===== src/rtl/sigmoid_pla_pkg.sv =====
// Shared constants and types for the piecewise-linear sigmoid pipeline.
// Fixed-point sign-magnitude format: 1 sign, INT_BITS integer, FRAC_BITS fraction.
package sigmoid_pla_pkg;

    localparam int FRAC_BITS = 6;
    localparam int INT_BITS  = 5;
    localparam int WIDTH     = 1 + INT_BITS + FRAC_BITS;
    localparam int MAG_W     = WIDTH - 1;
    localparam int P_W       = 7;
    localparam int STAGES    = 3;
    localparam int ONE       = 1 << FRAC_BITS;

    localparam logic [WIDTH-1:0] ONE_SM = WIDTH'(ONE);

    // Segment thresholds on the magnitude: 1.0, 2.375, 5.0
    localparam logic [MAG_W-1:0] T1 = MAG_W'(64);
    localparam logic [MAG_W-1:0] T2 = MAG_W'(152);
    localparam logic [MAG_W-1:0] T3 = MAG_W'(320);

    localparam logic [P_W-1:0] OFF0  = P_W'(32);
    localparam logic [P_W-1:0] OFF1  = P_W'(40);
    localparam logic [P_W-1:0] OFF2  = P_W'(54);
    localparam logic [P_W-1:0] P_ONE = P_W'(ONE);

    typedef enum logic [1:0] {
        SEG0 = 2'd0,
        SEG1 = 2'd1,
        SEG2 = 2'd2,
        SEG3 = 2'd3
    } seg_e;

    function automatic seg_e seg_of(input logic [MAG_W-1:0] m);
        if (m >= T3)      return SEG3;
        else if (m >= T2) return SEG2;
        else if (m >= T1) return SEG1;
        else              return SEG0;
    endfunction

endpackage


===== src/rtl/sub_fixed.sv =====
// Saturating sign-magnitude subtractor: y = a - b, magnitude clamps at full scale.
// Zero results are always emitted as +0.
module sub_fixed #(
    parameter int WIDTH = 12
) (
    input  logic [WIDTH-1:0] a,
    input  logic [WIDTH-1:0] b,
    output logic [WIDTH-1:0] y,
    output logic             ovf
);
    localparam int MW = WIDTH - 1;

    logic          a_s, b_s, r_s;
    logic [MW-1:0] a_m, b_m, mag;
    logic [MW:0]   sum;

    always_comb begin
        a_s = a[WIDTH-1];
        b_s = ~b[WIDTH-1];   // subtract = add with b negated
        a_m = a[MW-1:0];
        b_m = b[MW-1:0];
        sum = {1'b0, a_m} + {1'b0, b_m};
        ovf = 1'b0;
        r_s = a_s;
        mag = '0;
        if (a_s == b_s) begin
            ovf = sum[MW];
            mag = sum[MW] ? '1 : sum[MW-1:0];
        end else if (a_m >= b_m) begin
            mag = a_m - b_m;
        end else begin
            mag = b_m - a_m;
            r_s = b_s;
        end
        y = {r_s && (mag != '0), mag};
    end

endmodule


===== src/rtl/sigmoid_pla_pipe.sv =====
// 3-stage PLAN sigmoid: classify, evaluate positive half, reflect negatives.
// All stages advance together on en; a stalled output freezes the whole pipe.
module sigmoid_pla_pipe
    import sigmoid_pla_pkg::*;
(
    input  logic             clk,
    input  logic             rst_n,
    input  logic             in_valid,
    output logic             in_ready,
    input  logic [WIDTH-1:0] in_x,
    output logic             out_valid,
    input  logic             out_ready,
    output logic [WIDTH-1:0] out_y,
    output logic             busy
);
    logic [STAGES:1] vld_pipe;
    logic            en;

    logic             s1_s;
    logic [MAG_W-1:0] s1_m;
    seg_e             s1_seg;
    logic             s2_s;
    logic [P_W-1:0]   s2_p;
    logic [P_W-1:0]   p_nx;
    logic [WIDTH-1:0] refl_y;
    logic             sub_ovf_unused;

    assign en        = !vld_pipe[STAGES] || out_ready;
    assign in_ready  = en;
    assign out_valid = vld_pipe[STAGES];
    assign busy      = |vld_pipe;

    always_ff @(posedge clk or negedge rst_n) begin
        if (!rst_n) vld_pipe <= '0;
        else if (en) vld_pipe <= {vld_pipe[STAGES-1:1], in_valid};
    end

    // Stage 1: -0 folds to +0 so it evaluates exactly like +0
    always_ff @(posedge clk or negedge rst_n) begin
        if (!rst_n) begin
            s1_s   <= 1'b0;
            s1_m   <= '0;
            s1_seg <= SEG0;
        end else if (en && in_valid) begin
            s1_s   <= in_x[WIDTH-1] && (|in_x[WIDTH-2:0]);
            s1_m   <= in_x[WIDTH-2:0];
            s1_seg <= seg_of(in_x[WIDTH-2:0]);
        end
    end

    always_comb begin
        p_nx = P_ONE;
        case (s1_seg)
            SEG0: p_nx = P_W'(s1_m >> 2) + OFF0;
            SEG1: p_nx = P_W'(s1_m >> 3) + OFF1;
            SEG2: p_nx = P_W'(s1_m >> 5) + OFF2;
            SEG3: p_nx = P_ONE;
            default: p_nx = P_ONE;
        endcase
    end

    always_ff @(posedge clk or negedge rst_n) begin
        if (!rst_n) begin
            s2_s <= 1'b0;
            s2_p <= '0;
        end else if (en && vld_pipe[1]) begin
            s2_s <= s1_s;
            s2_p <= p_nx;
        end
    end

    sub_fixed #(.WIDTH(WIDTH)) u_refl (
        .a   (ONE_SM),
        .b   (WIDTH'(s2_p)),
        .y   (refl_y),
        .ovf (sub_ovf_unused)
    );

    always_ff @(posedge clk or negedge rst_n) begin
        if (!rst_n) out_y <= '0;
        else if (en && vld_pipe[2]) out_y <= s2_s ? refl_y : WIDTH'(s2_p);
    end

endmodule


===== config.mk =====
export PLATFORM = sky130hd
export DESIGN_NAME = sigmoid_pla_pipe
export DESIGN_NICKNAME = d
export VERILOG_FILES = /design/src/rtl/sigmoid_pla_pkg.sv /design/src/rtl/sub_fixed.sv /design/src/rtl/sigmoid_pla_pipe.sv
export SDC_FILE = /design/constraint.sdc
export NUM_CORES = 1
export LEC_CHECK = 0
export CELL_PAD_IN_SITES_DETAIL_PLACEMENT = 0
export CELL_PAD_IN_SITES_GLOBAL_PLACEMENT = 1
export CORE_ASPECT_RATIO = 0.7
export CORE_MARGIN = 2
export CORE_UTILIZATION = 48
export CTS_BUF_LIST = sky130_fd_sc_hd__clkbuf_4 sky130_fd_sc_hd__clkbuf_8 sky130_fd_sc_hd__clkbuf_16
export CTS_CLUSTER_DIAMETER = 200
export DETAILED_ROUTE_END_ITERATION = 12
export MAX_ROUTING_LAYER = met4
export PLACE_DENSITY = 0.95
export SLEW_MARGIN = 10
export SYNTH_ARGS = -nofsm -noshare
export SYNTH_HDL_FRONTEND = slang
export SYNTH_HIERARCHICAL = 1
export SYNTH_SLANG_ARGS = --single-unit
export TNS_END_PERCENT = 10

===== constraint.sdc =====
create_clock -name clk -period 6.2 [get_ports clk]
set_clock_uncertainty 0.05 [all_clocks]
set_input_delay 1.86 -clock clk [delete_from_list [all_inputs] [get_ports clk]]
set_output_delay 1.86 -clock clk [all_outputs]
set_load 0.02 [all_outputs]

# Yosys cells after proc, flatten, opt, wreduce, memory -nomap -nowiden
# Index checks and enable logic that the tools add are counted.
# word_totals
output_inout_bits,15
input_bits,16
register_bits,37
elab_cells,37
# classes
order_cmp,4
n_eq_ne,3
add_sub_neg,5
n_mux,7
reduce_logical,11
# ops
cell,n
$pmux W7 S4,1
$add A7 B6 Y7 const B,2
$mux W12,1
$ge A11 B7 Y1 const B,1
$ge A11 B8 Y1 const B,1
$ge A11 B9 Y1 const B,1
$mux W11,1
$reduce_bool A11 Y1,1
$reduce_or A11 Y1,1
$sub A7 B7 Y8 const A,1
$sub A7 B7 Y8 const B,1
$add A6 B6 Y7 const B,1
$ge A7 B7 Y1 const A,1
$logic_and A1 B1 Y1,5
$eq A2 B2 Y1 const B,2
$mux W2,2
$reduce_or A3 Y1,1
$eq A2 B1 Y1 const B,1
$logic_not A2 Y1,1
$mux W1,2
$logic_not A1 Y1,1
$logic_or A1 B1 Y1,1

# Longest topological paths before layout
# depth
depth_word,5
depth_mapped,15
mapped_depth_nobuf,15

# Cells and area by module
# Netlist, hierarchy kept.
# modules_own_cells
module,n_inst,cells_per_inst,area_each_um2,seq_area_each_um2
sub_fixed,1,261,1767.9,0.0
sigmoid_pla_pipe,1,170,1766.7,875.8

# Worst setup path before layout
# OpenSTA, ideal clock, no wires.
# synth_path
kind,input port to output port
start,in out_ready
end,out in_ready
t_arrival_ps,2152
path_buffers,1
setup_slack_ps,2138
required_time_ps,4290
path_stages,2
cell_sequence,nand2b_1 buf_4
# synth_via
elab_chain_cells,1
# synth_lines
item,line,text
start: declaration,sigmoid_pla_pipe.sv:12,"input logic out_ready,"
$logic_or A1 B1 Y1,sigmoid_pla_pipe.sv:28,assign en = !vld_pipe[STAGES] || out_ready;
end: declaration,sigmoid_pla_pipe.sv:9,"output logic in_ready,"
# No other way between the ends.

# Final worst setup path
# Ends and elaborated chain as after synthesis.

==> flow_summary.json <==
{
  "totalWireLength_um": 8470,
  "crit_required_ns": 4.29,
  "areaGrowthSynthToFinish_pct": 17.0,
  "clk_path_buf_depth": 2,
  "maxCapViolCount": 0,
  "syn_avg_cell_area_um2": 8.20,
  "hold_path_class": "flop to flop",
  "clk_latency_ns": 0.28,
  "final_common_cell": "conb_1",
  "critPathMaxFanout": 7,
  "leakage_uw": 0.00190,
  "dieArea_mm2": 0.00808,
  "critPathTopFamily": "buffers and inverters",
  "sw_frac_of_total_pct": 45.0,
  "ys_seq_elements": 35,
  "p_switching_uw": 595,
  "ff2ff_path_depth": 12,
  "p_int_uw": 727,
  "wire_per_inst_um": 14.2,
  "ctsHoldBuffers": 0,
  "end_kind": "output pin",
  "start_kind": "primary input",
  "seq_area_frac_synth_pct": 24.8,
  "clock-sinks": 35,
  "grt_usage_pct": 21.8,
  "rsz0062_at_grt": "no",
  "start_util_pct": 48.9,
  "fin_nets": 554,
  "layout_common_cells": "50 x conb_1, 43 x nand2_1, 40 x inv_1",
  "pwr-share-comb_pct": 56.5,
  "p_per_area_mw_per_mm2": 320,
  "top_layer": "met4",
  "placed_cells": 588,
  "cts_setup_buffers": 0,
  "synth_edf_count": 0,
  "crit_cells": 3,
  "cp_num_buf_inv": 2,
  "synthArstFlopShare_pct": 100,
  "drc": 0,
  "grt_first_pass_wirelength_um": 13500,
  "final_antenna_net_count": 0,
  "pin_count": 31,
  "antenna_found_initial": 0,
  "whs_path_depth": 2,
  "worst_slew_pin_slew_ns": 0.742,
  "tritoncts.num_buffers": 5,
  "grt-ovfl-total": 0,
  "grt_pass1_vias": 2698,
  "slowest_stage": "clkdlybuf4s50_1",
  "clk_pin_slew_ns": 0.07,
  "grt_max_degree": 36,
  "yosys_warnings": 6,
  "finalSetupViolations": 0,
  "numPortBuffers": 30,
  "pwr-share-clk_pct": 14.1,
  "place_area_mm2": 0.00403,
  "yosysTopAreaCellShare_pct": 24.8,
  "fp.dieW_um": 107,
  "die_h_um": 75.8,
  "vias": 3198,
  "core_area_mm2": 0.00722,
  "wl_met2_um": 3370,
  "cts-root-buf": "clkbuf_8",
  "final_hold_viol_count": 0,
  "max_freq_mhz": 194,
  "cpPeakStageDelay_ns": 0.67,
  "ys_top_cells_by_area": "dfrtp_1 25%, ha_1 13%, nand2_1 4.6%",
  "num_rows": 26,
  "fin_tns_setup_ns": 0,
  "viasPerCell": 5.37,
  "antenna_cells": 0,
  "hpwl_um": 6750,
  "status": "completed",
  "ctsHtreeMaxLevel": 2,
  "place_congestion": 0.851,
  "syn_inst": 431,
  "drtPass1Iterations": 5,
  "drt_iter0_drc": 242,
  "post-route-period-util_pct": 83.1,
  "crit_chain": "clkdlybuf4s50_1 > nand2b_1 > clkdlybuf4s50_1",
  "period_minus_slack_ns": 5.15,
  "synth.cell_area_mm2": 0.00353,
  "synth_cell_type_count": 69,
  "seq_power_share_pct": 29.4,
  "peakVddDrop_uv": 187,
  "maxSlewHeadroom_pct": 50.4,
  "fin_hold_ws_ns": 0.434,
  "drive_gt1_share_pct": 5.82,
  "synth_flop_cell": "dfrtp_1",
  "yosysTopAreaCell": "dfrtp_1",
  "fin_cells": 596,
  "fin_area_mm2": 0.00414,
  "wl_met1_um": 4580,
  "dr_wl_met3_um": 488,
  "worstPathArrival_ns": 3.24,
  "worst-setup-path-type": "primary input to output pin",
  "worst_path_most_repeated_cell": "clkdlybuf4s50_1",
  "cts_tree": "built",
  "drv_slew": 0,
  "cts_resized": 0
}
==> area by class of cell <==
class | instances | area (µm²)
Fill cell | 696 | 3090
Timing Repair Buffer | 31 | 308
Multi-Input combinational cell | 381 | 2560
Inverter | 43 | 161
Sequential cell | 35 | 876
Clock buffer | 8 | 104
Tap cell | 98 | 123
==> routing by layer <==
metal / up-vias / GRT usage [%]
met5: - / -
met4: 0 / 2.16
met1: 1503 / 34.2
met3: 4 / 3.51
li1: 1605 / -
met2: 86 / 29.8
==> Yosys cell counts (all sizes together) (8+ instances only) <==
library cell  number
dfrtp             35
nand2b             8
nor3              11
mux2i             12
nand3             10
o21ai             46
nand2             46
mux2              15
ha                38
buf               14
inv               43
a31oi              8
nor2              23
a21oi             24
==> cells by family (layout without fill, tap and decap cells) <==
logic type                 after synthesis  in the layout  share of synthesized area (%)
xor gates and xnor gates                 9              9                           2.23
adders and majority gates               41             41                           15.2
and+or+nand+nor                        128            128                           18.1
buffers and inverters                   63             82                           7.75
other                                    2             50                          0.212
AOI/OAI and AO/OA                      126            126                           23.3
muxes                                   27             27                           8.50
DFF                                     35             35                           24.8
==> metrics by stage <==
| stage | total power, µW | util, % | worst slack, ns |
|---|---|---|---|
| after floorplan | 913 | - | 2.14 |
| after global placement | 1090 | 55.8 | 1.06 |
| after detailed placement | 1110 | 55.8 | 1.04 |
| after CTS | 1300 | 57.3 | 1.04 |
| after global routing | 1440 | 57.3 | 0.963 |
| final | 1320 | 57.3 | 1.05 |
==> final timing paths <==
| path | start | end | slack (ns) |
|---|---|---|---|
| setup / recovery | out_ready | in_ready | 1.05 |
| hold / removal | s1_s$_DFFE_PN0P_ | s1_s$_DFFE_PN0P_ | 0.43 |
| setup reg to reg | s2_p[6]$_DFFE_PN0P_ | out_y[11]$_DFFE_PN0P_ | 2.61 |
| hold reg to reg | s1_s$_DFFE_PN0P_ | s1_s$_DFFE_PN0P_ | 0.43 |
| max in group asynchronous | rst_n | s2_p[2]$_DFFE_PN0P_ | 3.85 |
| min in group asynchronous | rst_n | vld_pipe[3]$_DFFE_PN0N_ | 1.93 |
==> registers in the layout, summed over array words and instances, names as in the netlist <==
signal,cells
s1_s,1
s2_p,7
out_y,12
s1_m,9
vld_pipe,3
s2_s,1
s1_seg,2
==> power by group through the flow <==
stage | registers [µW] | logic (µW) | clock network (µW)
floorplan | 404 | 509 | 0
global placement | 392 | 702 | 0
detailed placement | 393 | 715 | 0
CTS | 390 | 718 | 188
global route | 402 | 835 | 201
finish | 389 | 747 | 187
==> tightest hold or removal path, cell delays in order, from the launching register on <==
cell and delay, ns:
dfrtp_1 0.34, nand2_1 0.05, o21ai_1 0.06
(Power assumes the default switching activity.)
